$ cat src/rtl/guess_round_controller.sv
// guess_round_controller
//
// Sequencing controller for the number-guessing game. It runs three levels
// (1, 2 and 3 digits) of three rounds each. For every round it presents
// Max_digit/round to an external target lookup. Each accepted 3-digit BCD
// guess is compared against the target the lookup returns. The block reports
// high/low/correct hints, counts attempts and flags the final win or loss.
//
// Ports
//   Clk                     rising-edge clock
//   Reset                   asynchronous, active-high; forces IDLE, outputs 0
//   start                   one-cycle pulse; new game from IDLE/WIN/LOSE
//   guess_valid             one-cycle pulse; guess offered, taken in WAIT
//   guess_digit_3..1        guess digits, hundreds to ones
//   target_digit_3..1       combinational return of the target lookup
//   Max_digit               current level (1..3), 0 in IDLE
//   round                   current round (1..3), 0 in IDLE
//   guess_ready             high exactly while in WAIT
//   hint_high/low/correct   one-hot or zero; high means guess > target
//   tries                   guesses accepted in the current round
//   score                   rounds cleared in this game (0..9)
//   win, lose               game result flags
module guess_round_controller #(
  parameter int MAX_TRIES = 8
) (
  input  logic       Clk,
  input  logic       Reset,
  input  logic       start,
  input  logic       guess_valid,
  input  logic [3:0] guess_digit_3,
  input  logic [3:0] guess_digit_2,
  input  logic [3:0] guess_digit_1,
  input  logic [3:0] target_digit_3,
  input  logic [3:0] target_digit_2,
  input  logic [3:0] target_digit_1,
  output logic [1:0] Max_digit,
  output logic [1:0] round,
  output logic       guess_ready,
  output logic       hint_high,
  output logic       hint_low,
  output logic       hint_correct,
  output logic [3:0] tries,
  output logic [3:0] score,
  output logic       win,
  output logic       lose
);

  typedef enum logic [2:0] {
    ST_IDLE,
    ST_WAIT,
    ST_CHECK,
    ST_ADVANCE,
    ST_WIN,
    ST_LOSE
  } state_t;

  localparam logic [3:0] TRIES_LIMIT = 4'(MAX_TRIES);

  // Digits above the current level are forced to zero so that stray upper
  // digits on the keypad never affect a 1- or 2-digit round.
  function automatic logic [11:0] mask_guess(input logic [1:0] level,
                                             input logic [3:0] d3,
                                             input logic [3:0] d2,
                                             input logic [3:0] d1);
    logic [11:0] word;
    case (level)
      2'd1:    word = {4'd0, 4'd0, d1};
      2'd2:    word = {4'd0, d2, d1};
      default: word = {d3, d2, d1};
    endcase
    return word;
  endfunction

  state_t      state, state_nxt;
  logic [1:0]  max_digit_nxt;
  logic [1:0]  round_nxt;
  logic        guess_ready_nxt;
  logic        hint_high_nxt;
  logic        hint_low_nxt;
  logic        hint_correct_nxt;
  logic [3:0]  tries_nxt;
  logic [3:0]  score_nxt;
  logic        win_nxt;
  logic        lose_nxt;

  logic        capture;
  logic [11:0] guess_p1;
  logic [11:0] target_word;

  assign capture     = (state == ST_WAIT) && guess_valid;
  assign target_word = {target_digit_3, target_digit_2, target_digit_1};

  // Capture stage: masked guess held for the CHECK cycle.
  always_ff @(posedge Clk) begin
    if (capture) begin
      guess_p1 <= mask_guess(Max_digit, guess_digit_3, guess_digit_2, guess_digit_1);
    end
  end

  always_ff @(posedge Clk or posedge Reset) begin
    if (Reset) begin
      state        <= ST_IDLE;
      Max_digit    <= 2'd0;
      round        <= 2'd0;
      guess_ready  <= 1'b0;
      hint_high    <= 1'b0;
      hint_low     <= 1'b0;
      hint_correct <= 1'b0;
      tries        <= 4'd0;
      score        <= 4'd0;
      win          <= 1'b0;
      lose         <= 1'b0;
    end else begin
      state        <= state_nxt;
      Max_digit    <= max_digit_nxt;
      round        <= round_nxt;
      guess_ready  <= guess_ready_nxt;
      hint_high    <= hint_high_nxt;
      hint_low     <= hint_low_nxt;
      hint_correct <= hint_correct_nxt;
      tries        <= tries_nxt;
      score        <= score_nxt;
      win          <= win_nxt;
      lose         <= lose_nxt;
    end
  end

  always_comb begin
    state_nxt        = state;
    max_digit_nxt    = Max_digit;
    round_nxt        = round;
    hint_high_nxt    = hint_high;
    hint_low_nxt     = hint_low;
    hint_correct_nxt = hint_correct;
    tries_nxt        = tries;
    score_nxt        = score;
    win_nxt          = win;
    lose_nxt         = lose;

    case (state)
      ST_IDLE, ST_WIN, ST_LOSE: begin
        // A simultaneous guess_valid is simply not looked at here.
        if (start) begin
          state_nxt        = ST_WAIT;
          max_digit_nxt    = 2'd1;
          round_nxt        = 2'd1;
          tries_nxt        = 4'd0;
          score_nxt        = 4'd0;
          hint_high_nxt    = 1'b0;
          hint_low_nxt     = 1'b0;
          hint_correct_nxt = 1'b0;
          win_nxt          = 1'b0;
          lose_nxt         = 1'b0;
        end
      end

      ST_WAIT: begin
        if (guess_valid) begin
          state_nxt        = ST_CHECK;
          tries_nxt        = tries + 4'd1;
          hint_high_nxt    = 1'b0;
          hint_low_nxt     = 1'b0;
          hint_correct_nxt = 1'b0;
        end
      end

      ST_CHECK: begin
        // Plain unsigned compare of the packed digits; non-BCD nibbles
        // order numerically like any other value.
        if (guess_p1 == target_word) begin
          hint_correct_nxt = 1'b1;
          score_nxt        = score + 4'd1;
          state_nxt        = ST_ADVANCE;
        end else begin
          hint_high_nxt = (guess_p1 > target_word);
          hint_low_nxt  = (guess_p1 < target_word);
          if (tries == TRIES_LIMIT) begin
            state_nxt = ST_LOSE;
            lose_nxt  = 1'b1;
          end else begin
            state_nxt = ST_WAIT;
          end
        end
      end

      ST_ADVANCE: begin
        tries_nxt = 4'd0;
        if (round < 2'd3) begin
          round_nxt = round + 2'd1;
          state_nxt = ST_WAIT;
        end else if (Max_digit < 2'd3) begin
          max_digit_nxt = Max_digit + 2'd1;
          round_nxt     = 2'd1;
          state_nxt     = ST_WAIT;
        end else begin
          state_nxt = ST_WIN;
          win_nxt   = 1'b1;
        end
      end

      default: begin
        state_nxt = ST_IDLE;
      end
    endcase

    // Registered copy of "next state is WAIT" keeps guess_ready glitch-free
    // and aligned with the state register.
    guess_ready_nxt = (state_nxt == ST_WAIT);
  end

endmodule

$ cat config.mk
export PLATFORM = sky130hd
export DESIGN_NAME = guess_round_controller
export DESIGN_NICKNAME = d
export VERILOG_FILES = /design/src/rtl/guess_round_controller.sv
export SDC_FILE = /design/constraint.sdc
export NUM_CORES = 1
export LEC_CHECK = 0
export CORE_ASPECT_RATIO = 0.8
export CORE_UTILIZATION = 29
export DETAILED_ROUTE_END_ITERATION = 16
export GPL_TIMING_DRIVEN = 0
export MAX_ROUTING_LAYER = met4
export SLEW_MARGIN = 20
export SYNTH_ARGS = -nofsm -noshare
export SYNTH_HDL_FRONTEND = slang
export SYNTH_SLANG_ARGS = --single-unit
export TNS_END_PERCENT = 50
$ cat constraint.sdc
create_clock -name Clk -period 2.2 [get_ports Clk]
set_input_delay 0.44 -clock Clk [delete_from_list [all_inputs] [get_ports Clk]]
set_output_delay 0.44 -clock Clk [all_outputs]
set_load 0.02 [all_outputs]
Yosys cells after proc, flatten, opt, wreduce, memory -nomap -nowiden

Cells that the tools add are included.

Register bits: 33
Bits of input ports: 28
Output and inout bits: 18
Logic and storage cells: 88

$add $sub $neg: 4
Order comparisons: 4
Eq/ne operators: 19
Mux-type cells: 34
Reductions and logical operators: 15

Operators with widths:

| operator              | number |
|---|---|
| $pmux W12 S2          | 1 |
| $reduce_and A4 Y1     | 5 |
| $mux W3               | 6 |
| $ne A2 B2 Y1 const B  | 8 |
| $eq A12 B12 Y1        | 1 |
| $gt A12 B12 Y1        | 1 |
| $lt A12 B12 Y1        | 1 |
| $mux W4               | 3 |
| $pmux W3 S4           | 1 |
| $pmux W4 S3           | 1 |
| $mux W2               | 5 |
| $mux W1               | 9 |
| $pmux W1 S3           | 3 |
| $reduce_and A3 Y1     | 3 |
| $add A4 B1 Y4 const B | 2 |
| $pmux W2 S2           | 2 |
| $pmux W4 S2           | 1 |
| $eq A3 B1 Y1 const B  | 2 |
| $eq A3 B2 Y1 const B  | 2 |
| $eq A3 B3 Y1 const B  | 2 |
| $reduce_bool A3 Y1    | 2 |
| $add A2 B1 Y2 const B | 2 |
| $eq A4 B4 Y1 const B  | 1 |
| $lt A2 B2 Y1 const B  | 2 |
| other kinds (8)       | 10 |

Longest topological paths before layout

Gate-level depths: netlist of the first run.

Depth in word-level cells: 5
Gate-level depth with buffers: 7
Gate-level depth less buffers: 6

Least setup slack after synthesis of the first run

OpenSTA, ideal clock, no wires.

Path kind: register -> register
Start point: register state[2]
End point: register score[3]
Arrival time: 2.076 ns
Path slack: 0.047 ns
Cell stages (with the launch flop): 8
Cells stage by stage: dfrtp_1 > buf_6 > or3b_1 > buf_2 > or4_1 > buf_2 > or3_1 > a21oi_1

Longest elaborated chain between the ends: 4

Ends and longest elaborated chain:

| element                                                             | line | text |
|---|---|---|
| start: declaration                                                  | 74   | `state_t state, state_nxt;` |
| start signal: assignment                                            | 114  | `state <= state_nxt;` |
| $eq A3 B3 Y1 or $logic_not A3 Y1 (tied branches)                    | 140  | `case (state)` |
| $reduce_or A3 Y1                                                    | 140  |  |
| $ne A2 B2 Y1 (no source line) or $reduce_bool A2 Y1 (tied branches) | -    |  |
| $reduce_and A3 Y1 (no source line)                                  | -    |  |
| end signal: assignment                                              | 122  | `score <= score_nxt;` |
| end: declaration                                                    | 43   | `output logic [3:0] score,` |

Several ways; a longest one is shown, not always the timed one.
A chain may end at the register's enable or synchronous reset.

Final worst setup path of the first run

Start point: input target_digit_3[3]
End point: register score[2]

Longest elaborated chain between the ends: 3

Ends and longest elaborated chain:

| element                            | line | text |
|---|---|---|
| start: declaration                 | 33   | `input logic [3:0] target_digit_3,` |
| $eq A12 B12 Y1                     | 170  | `if (guess_p1 == target_word) begin` |
| $ne A2 B2 Y1 (no source line)      | -    |  |
| $reduce_and A3 Y1 (no source line) | -    |  |

Every way passes these cells.

==> qor.csv, run 1 <==
stage,metric,value,unit
outcome,outcome,finished clean,
clocking,htree_levels,2,
synthesis,async_flop_share,0.636,
cells_and_area,fill_cells,585,
cells_and_area,drive_above_1_share,0.206,
clocking,cts_buffers,5,
synthesis,yosys.area_share.simple,0.169,
synthesis,synth.area.mux_share,0.00540,
worst_hold_path,whs_path_depth,1,
cells_and_area,multi_input_area,1020,µm²
synthesis,synth-main-ff-cell,dfrtp_1,
synthesis,synth-compound-area-share,0.142,
sta,finalMaxSlewViolations,0,
sta,slew_headroom,0.468,
pwr,leakage,0.00117,µW
synthesis,synth_top_family_by_area,simple AND/OR/NAND/NOR gates,
clocking,cts.clk_slew.worst_paths,0.07,ns
cells_and_area,seq_area,887,µm²
setup_path,worst-path-stages,7,
clocking,clock_sinks,33,
job,maxCapViolCount,0,
pwr,power_density,870,nW/µm²
sta,finalCritPeriodShare,0.976,
sta,fin_worst_skew,0.0104,ns
setup_path,crit_fanout,4,
sta,min_period,2.15,ns
setup_path,path_buf_inv,2,
synthesis,synthXorXnorAreaFrac,0.0142,
synthesis,synth_cell_type_count,41,
drt,drt-vias-per-instance,4.67,
drt,drc,0,
synthesis,synth_nets,228,
worst_hold_path,hold_class,reg -> reg,
cells_and_area,finalNetCount,284,
sta,finalSetupViolations,0,
clocking,clockBufferDepth,2,
placed_design,place_area,2400,µm²
cells_and_area,final_common_cell,clkdlybuf4s50_1,
setup_path,end_kind,flip-flop,
drt,post_drt_wl_per_cell,13.5,µm
setup_path,rr_worst_depth,6,
pwr,vdd_drop_max,0.583,mV
cells_and_area,antenna_cells,0,
floorplan,io_pins,46,
setup_path,cp.arrival,2.37,ns
synthesis,yosysWarnings,0,
setup_path,cp_cell_sequence,clkdlybuf4s50_1 -> inv_2 -> ha_4 -> nand4_1 -> or4_4 -> or3_4 -> a21oi_2,
setup_path,crit_type,in -> reg,
synthesis,synth_top_cell_area_share,0.283,
synthesis,synth-edff-count,12,
setup_path,cp_top_family,simple AND/OR/NAND/NOR gates,
clocking,postCtsHoldBufs,0,
sta,hold_violations,0,
setup_path,cp.required,2.43,ns
drt,vias,1491,
cells_and_area,area_growth,45.7,%
sta,fmax,466,MHz
cells_and_area,mostFrequentLayoutCells,"clkdlybuf4s50_1 (35), dfrtp_1 (20), inv_1 (12), edfxtp_1 (12), nand2_1 (11)",
placed_design,gp_congestion,0.770,
global_route,grt_util_all_layers,0.145,
synthesis,syn_avg_cell_area,10.2,µm²
synthesis,synth.area.top_cells,"dfrtp_1 (28%), edfxtp_1 (19%), ha_1 (13%)",
cells_and_area,fin_area,2700,µm²
global_route,grt_first_pass_wirelength,7160,µm
cells_and_area,fin_util,0.448,
floorplan,coreArea,6040,µm²
floorplan,die_y,73.5,µm
clocking,cts_tree,built,
synthesis,synth_fa_ha_area_frac,0.128,
setup_path,slowest_stage,or4_4,
clocking,clock_latency,0.29,ns
drt,dr.first_iter.drc_count,65,
clocking,root_buffer,clkbuf_8,
synthesis,synth_area,1850,µm²
synthesis,synth_seq_cells,33,
synthesis,syn_inst,181,
global_route,first_global_vias,1529,
floorplan,std_cell_rows,25,
global_route,overflow,0,
floorplan,die_w,91.4,µm
setup_path,start_kind,input pin,
placed_design,hpwlAfterDp,2980,µm
global_route,antenna_found_initial,0,
floorplan,dieArea,6720,µm²
drt,drt-pass1-iter-count,4,
synthesis,synth_largest_area_cell,dfrtp_1,
floorplan,initial_core_util,0.307,
placed_design,portBuffers,44,
synthesis,ys_seq_area_frac,0.478,
setup_path,critPathMaxStageDelay,0.49,ns
drt,postRouteWirelength,4300,µm
global_route,grt_max_degree,22,
sta,tightest_slew,0.797,ns
drt,drtAntennaViolNets,0,
power by group:
part	internal, µW	leakage [µW]	switching [µW]
Combinational	463	0.000737	497
Sequential	806	0.000389	134
Clock	218	0.0000439	232
cell families (layout without fill, tap and decap cells):
logic type / count (synthesis) / count (layout)
simple gates: 58 / 58
compound gates: 39 / 39
flops: 33 / 33
buf+inv: 28 / 85
fa+ha+maj: 19 / 19
xor+xnor: 3 / 3
mux: 1 / 1
final timing paths:
check                                   from  slack (ns)            to
min in group asynchronous              Reset        0.60      score[3]
min                             hint_correct        0.48  hint_correct
min reg2reg                     hint_correct        0.48  hint_correct
max                        target_digit_3[3]        0.05      score[2]
max reg2reg                         state[2]        0.10      score[2]
max in group asynchronous              Reset        1.04      state[0]
Yosys cell counts (2+ instances only):
cell type / number
nand4_1: 5
nand2b_1: 2
o21a_1: 3
nand2_1: 11
or3_1: 3
o221ai_1: 3
a21oi_1: 7
o21ai_0: 10
nand3_1: 6
a22o_1: 5
o22ai_1: 2
nor2b_1: 5
edfxtp_1: 12
dfrtp_1: 21
and2b_1: 2
inv_1: 22
ha_1: 19
clkbuf_1: 2
xnor2_1: 2
a21o_1: 3
nor4_1: 2
buf_2: 2
nor2_1: 10
and2_1: 5
metrics by stage:
| step | setup WS [ns] | power, µW | instances | setup TNS (ns) | hold slack (ns) |
|---|---|---|---|---|---|
| final | 0.0534 | 2350 | 319 | 0 | 0.483 |
| after global routing | -0.0147 | 2530 | 319 | -0.0147 | 0.525 |
| after CTS | 0.000149 | 2320 | 318 | 0 | 0.490 |
| after detailed placement | -0.566 | 1810 | 306 | -3.38 | 0.474 |
| after global placement | -0.554 | 1780 | 306 | -3.20 | 0.470 |
| after floorplan | 0.0467 | 1460 | 181 | 0 | 0.417 |
per-layer routing:
layer  up-vias  GRT usage  share of wire
met5         -          -              0
met4         0     0.0529          0.013
met3         7     0.0352          0.044
met2        30      0.226           0.45
met1       704      0.184           0.50
li1        750          -              -
cell type report:
cell class,instances,share of cell area
Clock inverter,3,0.00648
Clock buffer,5,0.0255
Timing Repair Buffer,50,0.181
Buffer,5,0.0139
Sequential cell,33,0.328
Multi-Input combinational cell,120,0.377
Inverter,22,0.0306
Tap cell,81,0.0375
sequential cells by signal, indices dropped and copies added, names as in the netlist:
signal / count
Max_digit: 2
guess_p1: 12
guess_ready: 1
hint_correct: 1
hint_high: 1
hint_low: 1
lose: 1
round: 2
score: 4
state: 3
tries: 4
win: 1
repair_timing:
action	4_1_cts	5_1_grt
endpoints found under the setup margin	4	18
setup buffers	4	2
resized for setup	23	22
pin swaps	12	10
Power figures use the tool's default switching activity.
==> inputs of run 2 (changes only) <==
- SETUP_SLACK_MARGIN: default -> 0.05
- clock period: 2.2 -> 2.71 ns (I/O delays scaled with it)
==> run 2 against run 1 <==
Sequential share of layout area increased by 2.6 points. Via count decreased by 2.1%. Final cell count decreased by 0.94%. Clock skew decreased by 0.0025 ns. First-iteration DRC count increased by 48%. Die area unchanged. Clock power decreased by 19%. Critical path depth increased by 1. Critical endpoint is now state[2]. Highest routed layer unchanged.
==> qor.csv, run 2 (same netlist as run 1, synthesis figures left out) <==
stage,metric,value,unit
outcome,outcome,finished clean,
clocking,cts.clk_slew.worst_paths,0.07,ns
sta,finalSetupViolations,0,
setup_path,cp.required,2.88,ns
cells_and_area,final_common_cell,clkdlybuf4s50_1,
sta,finalCritPeriodShare,0.914,
global_route,grt_max_degree,22,
drt,dr.first_iter.drc_count,96,
sta,finalMaxSlewViolations,0,
clocking,clock_sinks,33,
sta,tightest_slew,0.783,ns
sta,setup_tns,0,ns
drt,drt-vias-per-instance,4.62,
clocking,cts_buffers,5,
drt,vias,1459,
sta,min_period,2.48,ns
drt,drt-pass1-iter-count,4,
placed_design,portBuffers,44,
cells_and_area,top_register,guess_p1,
floorplan,die_y,73.5,µm
global_route,antenna_found_initial,0,
cells_and_area,fin_util,0.414,
pwr,vdd_drop_max,0.472,mV
global_route,overflow,0,
drt,drc,0,
global_route,first_global_vias,1456,
setup_path,crit_fanout,4,
sta,fmax,404,MHz
drt,post_drt_wl_per_cell,12.5,µm
pwr,power_density,729,nW/µm²
sta,setup_slack,0.233,ns
clocking,root_buffer,clkbuf_8,
global_route,grt_util_all_layers,0.136,
cells_and_area,top_regs,"guess_p1 x12, score x4, tries x4",
drt,postRouteWirelength,3960,µm
floorplan,std_cell_rows,25,
cells_and_area,antenna_cells,0,
floorplan,io_pins,46,
clocking,clock_latency,0.29,ns
floorplan,coreArea,6040,µm²
setup_path,r2r_setup_slack,0.43,ns
clocking,cts_tree,built,
sta,hold_violations,0,
pwr,leakage,0.00110,µW
sta,fin_worst_skew,0.00798,ns
placed_design,post-place-ws,-0.158,ns
setup_path,end_kind,flip-flop,
cells_and_area,drive_above_1_share,0.0723,
global_route,grt_first_pass_wirelength,6710,µm
cells_and_area,mostFrequentLayoutCells,"clkdlybuf4s50_1 (44), inv_1 (22), dfrtp_1 (21), ha_1 (19), edfxtp_1 (12)",
floorplan,die_w,91.4,µm
sta,rsz0062_at_grt,false,
cells_and_area,fin_area,2500,µm²
setup_path,start_kind,input pin,
setup_path,cp.arrival,2.65,ns
sta,whs,0.483,ns
placed_design,place_area,2400,µm²
floorplan,dieArea,6720,µm²
floorplan,initial_core_util,0.307,
worst_hold_path,hold_class,reg -> reg,
setup_path,crit_type,in -> reg,
job,maxCapViolCount,0,
clocking,clockBufferDepth,2,
clocking,htree_levels,2,
cells_and_area,finalNetCount,281,
sta,slew_headroom,0.478,
placed_design,gp_congestion,0.770,
cells_and_area,area_growth,34.9,%
drt,drtAntennaViolNets,0,
placed_design,hpwlAfterDp,2980,µm
cells_and_area,largest_reg_flops,12,
run 2: cell types whose count changed in the layout (fill, tap and decap cells not counted), moves of 2 or more:
cell,previous run,this run
ha_1,9,19
ha_4,10,0
inv_1,12,22
inv_2,10,0
clkdlybuf4s50_1,35,44
dlygate4sd2_1,5,0
buf_4,7,3
dlymetal6s2s_1,4,0
a21oi_1,5,7
a21oi_2,2,0
buf_2,0,2
or3_1,1,3
or3_4,2,0
run 2: metrics by stage:
| step | power [µW] | std cells |
|---|---|---|
| final | 1820 | 316 |
| after global routing | 1960 | 316 |
| after CTS | 1840 | 314 |
| after detailed placement | 1470 | 306 |
| after global placement | 1450 | 306 |
| after floorplan | 1180 | 181 |
run 2: final cells by class:
type | instances | area (µm²)
Clock buffer | 5 | 68.8
Fill cell | 609 | 3540
Tap cell | 81 | 101
Clock inverter | 3 | 17.5
Sequential cell | 33 | 886
Inverter | 22 | 82.6
Buffer | 6 | 36.3
Timing Repair Buffer | 46 | 455
Multi-Input combinational cell | 120 | 853
run 2: timing repair:
item,in CTS,in global routing
endpoints found under the setup margin,0,2
resized for setup,0,1
hold buffers,0,0
hold endpoints to repair,0,0
buffers inserted,0,2
run 2: routing by layer:
metal / GRT usage / vias up / wire (µm)
li1: - / 745 / -
met1: 0.172 / 675 / 1950
met2: 0.209 / 32 / 1750
met3: 0.0362 / 7 / 204
met4: 0.0529 / 0 / 54
met5: - / - / 0
run 2: path summary, 6_finish.rpt:
path | from | depth (start not counted) | end
setup / recovery | target_digit_2[3] | 8 | state[2]
hold / removal | hint_correct | 1 | hint_correct
max in group asynchronous | Reset | 2 | tries[3]
min in group asynchronous | Reset | 2 | score[3]
hold reg to reg | hint_correct | 1 | hint_correct
setup reg to reg | state[2] | 7 | score[3]
run 2: report_power, final:
part           internal, µW  switching [µW]  leakage [µW]
combinational           334             385      0.000669
clock                   177             189     0.0000439
sequential              651            87.5      0.000390
total                  1160             661       0.00110
run 2: critical path, stage by stage:
cell	delay [ns]
clkdlybuf4s50_1	0.45
inv_1	0.04
ha_1	0.31
nand4_1	0.17
buf_4	0.19
nor3_1	0.47
nor4_1	0.17
or2_2	0.32
==> inputs of run 3 (changes only) <==
- RECOVER_POWER: default -> 50
==> run 3 against run 2 <==
Worst hold slack improved by 0.00093 ns. Utilization decreased by 0.12 points. Global-route usage unchanged. Non-clock buffer count unchanged. Critical path type unchanged. Critical endpoint unchanged. Count of clock-buffer cells in the layout unchanged. Clock power about the same. Largest cell class unchanged. Sequential power about the same. Largest power group unchanged. Setup slack about the same. Critical path depth unchanged.
==> qor.csv, run 3 (same netlist as run 1, synthesis figures left out) <==
stage,metric,value,unit
drt,drt-pass1-iter-count,4,
placed_design,gp_congestion,0.770,
setup_path,rr_worst_depth,7,
clocking,cts_buffers,5,
cells_and_area,finalNetCount,281,
setup_path,cp.arrival,2.65,ns
global_route,antenna_found_initial,0,
setup_path,crit_fanout,4,
global_route,grt_max_degree,22,
drt,post_drt_wl_per_cell,12.6,µm
drt,drt-vias-per-instance,4.60,
floorplan,coreArea,6040,µm²
global_route,grt_first_pass_wirelength,6710,µm
cells_and_area,largest_reg_flops,12,
clocking,htree_levels,2,
clocking,cts_tree,built,
cells_and_area,top_regs,"guess_p1 x12, score x4, tries x4",
sta,fmax,404,MHz
worst_hold_path,whs_path_depth,1,
sta,tightest_slew,0.784,ns
cells_and_area,fill_cells,611,
cells_and_area,drive_above_1_share,0.0681,
pwr,vdd_drop_max,0.473,mV
drt,postRouteWirelength,3980,µm
cells_and_area,mostFrequentLayoutCells,"clkdlybuf4s50_1 (38), inv_1 (22), dfrtp_1 (21), ha_1 (19), edfxtp_1 (12)",
cells_and_area,multi_input_area,853,µm²
cells_and_area,fin_util,0.413,
setup_path,start_kind,input pin,
drt,dr.first_iter.drc_count,92,
floorplan,die_w,91.4,µm
sta,finalMaxSlewViolations,0,
cells_and_area,area_growth,34.5,%
clocking,clock_sinks,33,
global_route,overflow,0,
sta,finalSetupViolations,0,
clocking,postCtsHoldBufs,0,
worst_hold_path,hold_class,reg -> reg,
drt,drtAntennaViolNets,0,
clocking,cts.clk_slew.worst_paths,0.07,ns
sta,slew_headroom,0.477,
floorplan,initial_core_util,0.307,
floorplan,io_pins,46,
placed_design,hpwlAfterDp,2980,µm
cells_and_area,seq_area,886,µm²
sta,rsz0062_at_grt,false,
setup_path,cp.required,2.88,ns
pwr,power.total,1820,µW
outcome,outcome,finished clean,
pwr,leakage,0.00110,µW
sta,min_period,2.48,ns
sta,finalCritPeriodShare,0.914,
sta,hold_violations,0,
setup_path,crit_type,in -> reg,
setup_path,end_kind,flip-flop,
global_route,first_global_vias,1456,
clocking,clockBufferDepth,2,
placed_design,portBuffers,44,
clocking,clock_latency,0.29,ns
cells_and_area,antenna_cells,0,
cells_and_area,top_register,guess_p1,
floorplan,std_cell_rows,25,
floorplan,dieArea,6720,µm²
drt,drc,0,
pwr,power_density,730,nW/µm²
sta,fin_worst_skew,0.00832,ns
cells_and_area,final_common_cell,clkdlybuf4s50_1,
global_route,grt_util_all_layers,0.136,
floorplan,die_y,73.5,µm
job,maxCapViolCount,0,
clocking,root_buffer,clkbuf_8,
drt,vias,1455,
-- run 3: cell count changes in the layout (fill, tap and decap cells not counted), sizes merged --
cell	previous run	this run
clkdlybuf4s50	44	38
dlygate4sd3	0	6
buf	6	5
clkbuf	7	8
-- run 3: per-stage QoR --
step                      setup TNS [ns]  setup WS (ns)  cell area, µm²  hold slack [ns]  std cells
after global routing                   0         0.0546            2490            0.525        316
after global placement            -0.257         -0.146            2400            0.470        306
final                                  0          0.233            2490            0.484        316
after CTS                              0          0.140            2480            0.490        314
after floorplan                        0          0.512            1850            0.519        181
after detailed placement          -0.274         -0.158            2400            0.474        306
-- run 3: path summary, 6_finish.rpt --
check | startpoint | to | slack, ns
worst max-delay path | target_digit_2[3] | state[2] | 0.23
worst min-delay path | hint_correct | hint_correct | 0.48
worst max register to register | state[2] | score[3] | 0.35
worst min register to register | hint_correct | hint_correct | 0.48
max in group asynchronous | Reset | tries[1] | 1.38
min in group asynchronous | Reset | score[3] | 0.83
-- run 3: what timing repair did --
item,4_1_cts,5_1_grt
endpoints found under the setup margin,0,2
endpoints found under the hold margin,0,0
setup buffers,0,2
gates resized for setup,0,1
-- run 3: where the power goes --
| part | switching, µW | leakage [µW] | internal (µW) |
|---|---|---|---|
| sequential | 87.8 | 0.000390 | 651 |
| combinational | 386 | 0.000664 | 332 |
| clock | 188 | 0.0000439 | 177 |
| total | 662 | 0.00110 | 1160 |
-- run 3: area by class of cell --
class | instances | share of cell area
Timing Repair Buffer | 46 | 0.183
Inverter | 22 | 0.0331
Sequential cell | 33 | 0.355
Buffer | 6 | 0.0115
Tap cell | 81 | 0.0406
Multi-Input combinational cell | 120 | 0.342
Clock buffer | 5 | 0.0276
Clock inverter | 3 | 0.00702
-- run 3: routing by layer --
layer	track usage	share of wire
met1	0.172	0.49
met2	0.209	0.44
met3	0.0362	0.050
met4	0.0529	0.014
met5	-	0
-- run 3: critical path, stage by stage --
cell	delay, ns
clkdlybuf4s50_1	0.45
inv_1	0.04
ha_1	0.31
nand4_1	0.17
buf_4	0.19
nor3_1	0.47
nor4_1	0.17
or2_2	0.32
